File: src/rtl/pipe_valid_ctrl.sv
// pipe_valid_ctrl: per-stage valid bits, fetch-valid window counter and stall-deferred branch flush.
// Define PIPE_VALID_STATS_EN to add the saturating flush_cnt statistics output.
module pipe_valid_ctrl #(
  parameter int unsigned NUM_STAGES   = 4,
  parameter int unsigned FLUSH_DEPTH  = 2,
  parameter int unsigned VALID_WINDOW = 2
) (
  input  logic                  clk,
  input  logic                  rst,
  input  logic                  i_mem_resp,
  input  logic                  dcache_stall,
  input  logic                  br_taken,
  output logic [NUM_STAGES-1:0] stage_valid,
  output logic                  fetch_window,
`ifdef PIPE_VALID_STATS_EN
  output logic [7:0]            flush_cnt,
`endif
  output logic                  flush_pend
);

  localparam int unsigned CntW = $clog2(VALID_WINDOW + 1);

  if (NUM_STAGES < 2 || NUM_STAGES > 8 || FLUSH_DEPTH < 1 || FLUSH_DEPTH > NUM_STAGES ||
      VALID_WINDOW < 1 || VALID_WINDOW > 15) begin : gen_param_check
    $error("pipe_valid_ctrl: illegal parameter combination");
  end

  logic [NUM_STAGES-1:0] stage_q, stage_d;
  logic [CntW-1:0]       win_q, win_d;
  logic                  pend_q, pend_d;
  logic                  adv;
  logic                  flush;

  assign adv          = !dcache_stall;
  assign flush        = adv && (br_taken || pend_q);
  assign fetch_window = (win_q != '0);
  assign stage_valid  = stage_q;
  assign flush_pend   = pend_q;

  always_comb begin
    stage_d = stage_q;
    if (adv) begin
      stage_d[0] = fetch_window && !flush;
      for (int i = 1; i < int'(NUM_STAGES); i++) begin
        stage_d[i] = (flush && i < int'(FLUSH_DEPTH)) ? 1'b0 : stage_q[i-1];
      end
    end
  end

  // A response reloads the window even while stalled; decrement only on advancing cycles.
  always_comb begin
    win_d = win_q;
    if (i_mem_resp) begin
      win_d = CntW'(VALID_WINDOW);
    end else if (adv && win_q != '0) begin
      win_d = win_q - CntW'(1);
    end
  end

  // A branch seen during a stall is remembered once and applied on the first advancing cycle.
  always_comb begin
    pend_d = pend_q;
    if (dcache_stall && br_taken) begin
      pend_d = 1'b1;
    end else if (adv) begin
      pend_d = 1'b0;
    end
  end

  always_ff @(posedge clk) begin
    if (rst) begin
      stage_q <= '0;
      win_q   <= '0;
      pend_q  <= 1'b0;
    end else begin
      stage_q <= stage_d;
      win_q   <= win_d;
      pend_q  <= pend_d;
    end
  end

`ifdef PIPE_VALID_STATS_EN
  logic [7:0] flush_cnt_q, flush_cnt_d;

  always_comb begin
    flush_cnt_d = flush_cnt_q;
    if (flush && flush_cnt_q != 8'hff) begin
      flush_cnt_d = flush_cnt_q + 8'd1;
    end
  end

  always_ff @(posedge clk) begin
    if (rst) begin
      flush_cnt_q <= 8'd0;
    end else begin
      flush_cnt_q <= flush_cnt_d;
    end
  end

  assign flush_cnt = flush_cnt_q;
`endif

endmodule

File: config.mk
export PLATFORM = sky130hd
export DESIGN_NAME = pipe_valid_ctrl
export DESIGN_NICKNAME = d
export VERILOG_FILES = /design/src/rtl/pipe_valid_ctrl.sv
export SDC_FILE = /design/constraint.sdc
export NUM_CORES = 1
export LEC_CHECK = 0
export CORE_AREA = 4 4 41 43
export DETAILED_ROUTE_END_ITERATION = 7
export DIE_AREA = 0 0 45 47
export GPL_TIMING_DRIVEN = 0
export PLACE_DENSITY = 0.56
export SYNTH_ARGS = -nofsm -noshare
export SYNTH_HDL_FRONTEND = slang
export SYNTH_SLANG_ARGS = --single-unit
File: constraint.sdc
create_clock -name clk -period 1.1 [get_ports clk]
set_input_delay 0.275 -clock clk [delete_from_list [all_inputs] [get_ports clk]]
set_output_delay 0.275 -clock clk [all_outputs]
set_load 0.02 [all_outputs]
Word-level counts from Yosys, hierarchy flattened
Cells that the tools add are included.
Storage, ports and cells
  bits in registers: 7
  output and inout port bits: 6
  logic and storage cells: 21
Operators by class
  add/sub/neg operators: 1
  equal/unequal tests: 1
  mux-type cells: 5
  reduce and logical (&&, ||, !) cells: 10
Operators by type and width (count)
  logical AND 1 bit: 4
  2-to-1 mux 2 bit: 2
  nonzero test 2 bit: 2
  2-to-1 mux 1 bit: 3
  logical NOT 1 bit: 2
  inequality test 2 x 1 -> 1 bit (second input constant): 1
  OR reduction 2 bit: 1
  subtractor 2 x 1 -> 2 bit (second input constant): 1
  logical OR 1 bit: 1

Depth between registers and ports, before layout
Gate-level depths: netlist (run 1).
  depth in word-level cells: 4
  mapped depth: 4
  gate-level depth less buffers: 4

Worst setup path after synthesis (run 1)
OpenSTA, ideal clock, no wires.
  kind: reg2reg
  start point: register win_q[0]
  end point: register stage_q[0], in the netlist stage_valid[0]
  setup time: 0.070 ns
  arrival time: 1.089 ns
  required time: 1.030 ns
  setup slack: -0.059 ns
  stages on the path, launching flop included: 5
  clock period less this slack: 1.159 ns
  cells stage by stage: dfxtp_1 > inv_1 > ha_1 > or4_1 > a21oi_1
On the way
  word-level cells in the longest chain between the ends: 2
Ends and longest elaborated chain
  from (decl): line 29  | logic [CntW-1:0] win_q, win_d;
  from (signal assigned): line 77  | win_q <= win_d;
  nonzero test 2 bit: line 36  | assign fetch_window = (win_q != '0);
  logical AND 1 bit: line 43  | stage_d[0] = fetch_window && !flush;
  to (signal assigned): line 76  | stage_q <= stage_d;
  to (decl): line 28  | logic [NUM_STAGES-1:0] stage_q, stage_d;
Every way passes these cells.
A chain may end at the register's enable or synchronous reset.

Worst setup path in the final report (run 1)
  start point: register win_q[0]
  end point: output port fetch_window
On the way
  word-level cells in the longest chain between the ends: 1
Ends and longest elaborated chain
  nonzero test 2 bit: line 36
  to (decl): line 14  | output logic fetch_window,
Every way passes these cells.

==> flow_metrics.env, run 1 <==
export IMPL_outcome="finished with violations"
export IMPL_violations="negative setup slack"
export IMPL_max_slew_worst_pin_slew_ps=325
export IMPL_synthCells=31
export IMPL_hp_start="br_taken"
export IMPL_die_x_um=45
export IMPL_fin_ws_ps=-112
export IMPL_io_pins=11
export IMPL_power_density_nw_per_um2=1260
export IMPL_grt_pass1_vias=241
export IMPL_drt_iter0_drc=1
export IMPL_grt_overflow=0
export IMPL_final_cell_mix="dfxtp_1 (5), buf_4 (5), nor2_1 (4), buf_2 (4)"
export IMPL_cts_tree="yes"
export IMPL_syn_num_nets=37
export IMPL_grt_setup_unrepaired="yes"
export IMPL_r2r_slack_ps=-40
export IMPL_drc_errors=0
export IMPL_fin_cells=64
export IMPL_hold_path_class="input pin to flip-flop"
export IMPL_routabilityCongestion=0.594
export IMPL_synth_area_leaders="dfxtp_1 (48%), mux2i_1 (6.8%), a211oi_1 (5.1%)"
export IMPL_clockBufferDepth=2
export IMPL_clk_latency_ps=250
export IMPL_p_int_w=0.000466
export IMPL_crit_type="flip-flop to output port"
export IMPL_reg2reg_to="stage_valid[0]"
export IMPL_dieArea_um2=2120
export IMPL_firstDrtPassIters=2
export IMPL_reg2reg_depth=4
export IMPL_cts_buffers=3
export IMPL_routed_wl_um=625
export IMPL_grt_use_total_pct=6.82
export IMPL_p_leak_nw=0.208
export IMPL_crit_path_end_kind="output port"
export IMPL_finalHoldViolCount=0
export IMPL_dp_hpwl_um=426
export IMPL_peakVddDrop_mv=0.503
export IMPL_diodes=0
export IMPL_crit_fanout=6
export IMPL_via_count=284
export IMPL_finalCritPeriodShare_pct=110
export IMPL_antenna_left=0
export IMPL_fill_cells=152
export IMPL_antenna_found_initial=0
export IMPL_dp_cells=56
export IMPL_yosys_warnings=0
export IMPL_wl_per_cell_um=9.77
export IMPL_slew_headroom_pct=78.3
export IMPL_fmax_mhz=825
export IMPL_switching_share_pct=24.4
export IMPL_ys_types=16
export IMPL_area_growth_pct=66.4
export IMPL_hold_depth=3
export IMPL_path_clk_slew_ps=50
export IMPL_hold_buffers=0
export IMPL_power_frac_seq_pct=43.7
export IMPL_hold_end="flush_pend"
export IMPL_ctsRootBufferMaster="clkbuf_4"
export IMPL_report_final_setup_viol=4
export IMPL_pwr_share_comb_pct=19.0
export IMPL_row_count=13
export IMPL_nets=56
export IMPL_fin_skew_ps=1.17
export IMPL_grt_pass1_wl_um=993
export IMPL_synth_seq_cells=7
export IMPL_initial_core_util_pct=22.6
export IMPL_coreArea_um2=1300
export IMPL_grt_max_degree=8
export IMPL_yosysSeqAreaShare_pct=47.7
export IMPL_timing_max_cap_violations=0
export IMPL_cts_htree_levels=1
export IMPL_utilization_pct=37.6
export IMPL_portBuffers=10
export IMPL_drive_above_1_share_pct=51.0
export IMPL_arrival_ps=940
export IMPL_synth_area_per_cell_um2=9.48
export IMPL_min_period_ps=1210
export IMPL_worstPathRequired_ps=820
export IMPL_synth_top_cell_area_share_pct=47.7
export IMPL_cts_sinks=7
export IMPL_clockPowerShare_pct=37.3
export IMPL_netSwitchingPower_w=0.000151
export IMPL_yosysTopAreaCell="dfxtp_1"
export IMPL_netlist_area_um2=294
export IMPL_detail_route_vias_per_cell=4.44
export IMPL_r2r_start="win_q[0]"
export IMPL_fp_dieH_um=47
export IMPL_crit_path_start_kind="flip-flop"
export IMPL_slew_viol_final=0
-- per-stage QoR --
step | hold slack (ps) | instance area, um2 | TNS (ps) | total power [W] | setup slack, ps
3_3_place_gp | 461 | 415 | -2840 | 0.000359 | -492
4_1_cts | 450 | 450 | -188 | 0.000609 | -127
6_report | 450 | 489 | -176 | 0.000617 | -112
2_1_floorplan | 344 | 297 | -5.93 | 0.000317 | -5.93
3_5_place_dp | 461 | 415 | -2840 | 0.000359 | -474
5_1_grt | 472 | 489 | -402 | 0.000648 | -157
-- critical path, stage by stage, from the launching register on --
cell and delay [ps]:
dfxtp_2 320, inv_2 60, ha_4 160, inv_2 40, buf_6 120
-- registers in the layout, summed over array words and instances, names as in the netlist --
| register | count |
|---|---|
| stage_valid | 4 |
| flush_pend | 1 |
| win_q | 2 |
-- power by group through the flow --
stage               sequential (W)  clock [W]  combinational [W]
detailed placement        0.000273          0          0.0000865
global placement          0.000273          0          0.0000863
global route              0.000271   0.000251           0.000126
CTS                       0.000269   0.000242          0.0000977
floorplan                 0.000276          0          0.0000403
finish                    0.000269   0.000230           0.000117
-- cell usage after synthesis, drive strengths merged --
cell type and instances:
inv 3, a21oi 2, a211oi 2, or2 1, ha 1, or4 1, mux2i 2, dfxtp 7
nand2 2, nor4b 1, o21ai 1, buf 1, or3 1, or4b 1, nor3b 1, nor2 4
-- routing by layer --
metal  GRT usage (%)  vias up  wire [um]
met5               0        -          0
met4            5.26        0          8
met3            2.30        2         54
met2            10.2        9        282
met1            8.05      127        279
li1                -      146          -
-- final cells by class --
| class | instances | area, um2 | area share [%] |
|---|---|---|---|
| Multi-Input combinational cell | 20 | 173 | 35.3 |
| Sequential cell | 7 | 143 | 29.2 |
| Timing Repair Buffer | 14 | 106 | 21.7 |
| Clock buffer | 4 | 26.3 | 5.37 |
| Tap cell | 15 | 18.8 | 3.84 |
| Buffer | 1 | 11.3 | 2.30 |
| Inverter | 3 | 11.3 | 2.30 |
-- cell families (layout without fill, tap and decap cells) --
| group | count (synthesis) | after routing | synth area share, % |
|---|---|---|---|
| simple gates | 12 | 12 | 23.4 |
| compound gates | 5 | 5 | 10.2 |
| mux | 2 | 2 | 6.81 |
| flops | 7 | 7 | 47.7 |
| fa+ha+maj | 1 | 1 | 4.25 |
| buf+inv | 4 | 22 | 7.66 |
-- worst max-delay path by stage --
stage | startpoint | end | slack, ps | depth (start not counted)
2_1_floorplan | win_q[0] | stage_valid[0] | -6 | 4
3_3_place_gp | dcache_stall | stage_valid[1] | -490 | 4
3_5_place_dp | dcache_stall | stage_valid[1] | -470 | 4
4_1_cts | win_q[1] | fetch_window | -130 | 4
5_1_grt | win_q[0] | fetch_window | -160 | 4
6_report | win_q[0] | fetch_window | -110 | 4
-- timing repair --
item                                    CTS  global route
endpoints found under the setup margin   10             5
setup buffers                             3             1
resized for setup                        34             6
pin swaps                                 3             1
hold endpoints to repair                  0             0
Power figures use the tool's default switching activity.
==> run 2, diff against run 1 <==
- ABC_AREA: unset -> 1
- PLACE_DENSITY: 0.56 -> 0.57
==> run 2 against run 1 <==
Effect of this change: the run still ends with negative setup slack left; via count rose by 2.5%; global-route usage fell by 0.17 points; combinational power barely moved; clock-buffer cell count did not move; synthesized cell count rose by 29%; cell area fell by 4.1%; routed wire length fell by 5.4%; critical path depth did not move; critical path type unchanged.
==> flow_metrics.env, run 2 <==
export IMPL_outcome="finished with violations"
export IMPL_violations="negative setup slack"
export IMPL_grt_pass1_wl_um=959
export IMPL_synth_area_per_cell_um2=7.57
export IMPL_dieArea_um2=2120
export IMPL_initial_core_util_pct=23.3
export IMPL_drt_iter0_drc=8
export IMPL_min_period_ps=1220
export IMPL_clk_latency_ps=250
export IMPL_final_cell_mix="nand2_1 (7), inv_2 (5), nor2_1 (5), dfxtp_1 (5)"
export IMPL_area_growth_pct=55.0
export IMPL_yosysSeqAreaShare_pct=46.3
export IMPL_crit_path_end_kind="output port"
export IMPL_utilization_pct=36.1
export IMPL_fp_dieH_um=47
export IMPL_cts_htree_levels=1
export IMPL_routed_wl_um=591
export IMPL_grt_use_total_pct=6.65
export IMPL_grt_overflow=0
export IMPL_r2r_start="win_q[0]"
export IMPL_via_count=291
export IMPL_cp_startpoint="win_q[0]"
export IMPL_hold_path_class="input pin to flip-flop"
export IMPL_path_common_cell="inv_2"
export IMPL_netlist_area_um2=303
export IMPL_p_leak_nw=0.234
export IMPL_portBuffers=10
export IMPL_firstDrtPassIters=2
export IMPL_coreArea_um2=1300
export IMPL_fin_skew_ps=1.36
export IMPL_fin_ws_ps=-117
export IMPL_clockBufferDepth=2
export IMPL_arrival_ps=940
export IMPL_fill_cells=150
export IMPL_finalCritPeriodShare_pct=111
export IMPL_slowest_delay_ps=330
export IMPL_grt_setup_unrepaired="yes"
export IMPL_io_pins=11
export IMPL_yosysTopAreaCell="dfxtp_1"
export IMPL_slew_headroom_pct=86.7
export IMPL_peakVddDrop_mv=0.611
export IMPL_nets=64
export IMPL_synthCells=40
export IMPL_finalHoldViolCount=0
export IMPL_layout_cells_most_common="nand2_1"
export IMPL_ys_async_sr_fraction_pct=0
export IMPL_cts_tree="yes"
export IMPL_power_density_nw_per_um2=1340
export IMPL_postPlaceCellArea_um2=422
export IMPL_synth_seq_cells=7
export IMPL_reg2reg_to="win_q[1]"
export IMPL_antenna_left=0
export IMPL_ctsRootBufferMaster="clkbuf_4"
export IMPL_fmax_mhz=822
export IMPL_endpoint="fetch_window"
export IMPL_worstPathCellList="inv_2 > ha_4 > inv_2 > buf_6"
export IMPL_crit_path_start_kind="flip-flop"
export IMPL_detail_route_vias_per_cell=4.04
export IMPL_path_clk_slew_ps=50
export IMPL_syn_num_nets=46
export IMPL_synth_top_cell_area_share_pct=46.3
export IMPL_crit_type="flip-flop to output port"
export IMPL_dpl_worst_slack_ps=-434
export IMPL_synth_edff_count=0
export IMPL_fin_area_um2=469
export IMPL_dp_hpwl_um=440
export IMPL_hold_buffers=0
export IMPL_r2r_slack_ps=60
export IMPL_row_count=13
export IMPL_grt_pass1_vias=239
export IMPL_slew_viol_final=0
export IMPL_largest_register_ffs=4
export IMPL_synth_area_leaders="dfxtp_1 (46%), nand2_1 (9.9%), inv_1 (8.7%)"
export IMPL_die_x_um=45
export IMPL_report_final_setup_viol=1
export IMPL_grt_max_degree=8
export IMPL_synth_common_cells="nand2_1 (8), dfxtp_1 (7), inv_1 (7), nor2_1 (5)"
export IMPL_timing_max_cap_violations=0
export IMPL_antenna_found_initial=0
export IMPL_yosys_warnings=0
export IMPL_reg2reg_depth=9
export IMPL_final_setup_tns_ps=-117
export IMPL_drive_above_1_share_pct=43.9
export IMPL_routabilityCongestion=0.653
export IMPL_cp_slowest_cell="dfxtp_2"
export IMPL_drc_errors=0
export IMPL_ys_types=15
export IMPL_worstPathRequired_ps=820
export IMPL_cts_buffers=3
export IMPL_crit_fanout=2
export IMPL_yosysMostFrequentCell="nand2_1"
export IMPL_wl_per_cell_um=8.21
export IMPL_cts_sinks=7
export IMPL_max_slew_worst_pin_slew_ps=199
export IMPL_ys_flop_type="dfxtp_1"
export IMPL_diodes=0
[run 2: critical path: cells and delay by family (launching register included)]
kind	cells	cell delay (ps)
fa+ha+maj	1	150
buf+inv	3	220
flops	1	330
[run 2: worst min-delay path by stage]
| stage | startpoint | to | slack (ps) | depth (start not counted) |
|---|---|---|---|---|
| after floorplan | br_taken | flush_pend | 420 | 2 |
| after global placement | win_q[0] | win_q[0] | 450 | 2 |
| after detailed placement | stage_valid[1] | stage_valid[2] | 460 | 2 |
| after CTS | win_q[0] | win_q[0] | 460 | 2 |
| after global routing | dcache_stall | flush_pend | 420 | 3 |
| final | dcache_stall | flush_pend | 390 | 3 |
[run 2: metrics by stage]
stage	instances	hold WS (ps)	power, W
after floorplan	40	415	0.000341
after CTS	71	464	0.000639
after global placement	65	454	0.000386
after global routing	72	419	0.000669
after detailed placement	65	462	0.000387
final	72	393	0.000628
[run 2: layer usage]
metal  vias up  track usage, %  wire [um]
li1        157               -          -
met4         0            1.75          0
met3         0            5.75         64
met1       125            7.32        245
met5         -               0          0
met2         9            9.60        281
[run 2: cell type report]
class / instances / area, um2 / share of cell area (%)
Multi-Input combinational cell: 24 / 144 / 30.7
Sequential cell: 7 / 143 / 30.4
Clock buffer: 4 / 26.3 / 5.60
Tap cell: 15 / 18.8 / 4.00
Timing Repair Buffer: 13 / 104 / 22.1
Inverter: 9 / 33.8 / 7.20
[run 2: power by group]
part	switching, W	internal (W)
registers	0.00000713	0.000267
clock network	0.0000951	0.000138
logic	0.0000624	0.0000579
total	0.000165	0.000463
[run 2: cell families after synthesis]
logic type                 after synthesis  share of synthesized area [%]
and+or+nand+nor                         17                           26.9
buffers and inverters                    9                           11.2
DFF                                      7                           46.3
AOI/OAI and AO/OA                        6                           11.6
adders and majority gates                1                           4.13
[run 2: timing repair]
action | CTS | global route
pin swaps | 1 | 3
gates resized for setup | 33 | 2
setup endpoints to repair | 6 | 4
buffers inserted | 2 | 3
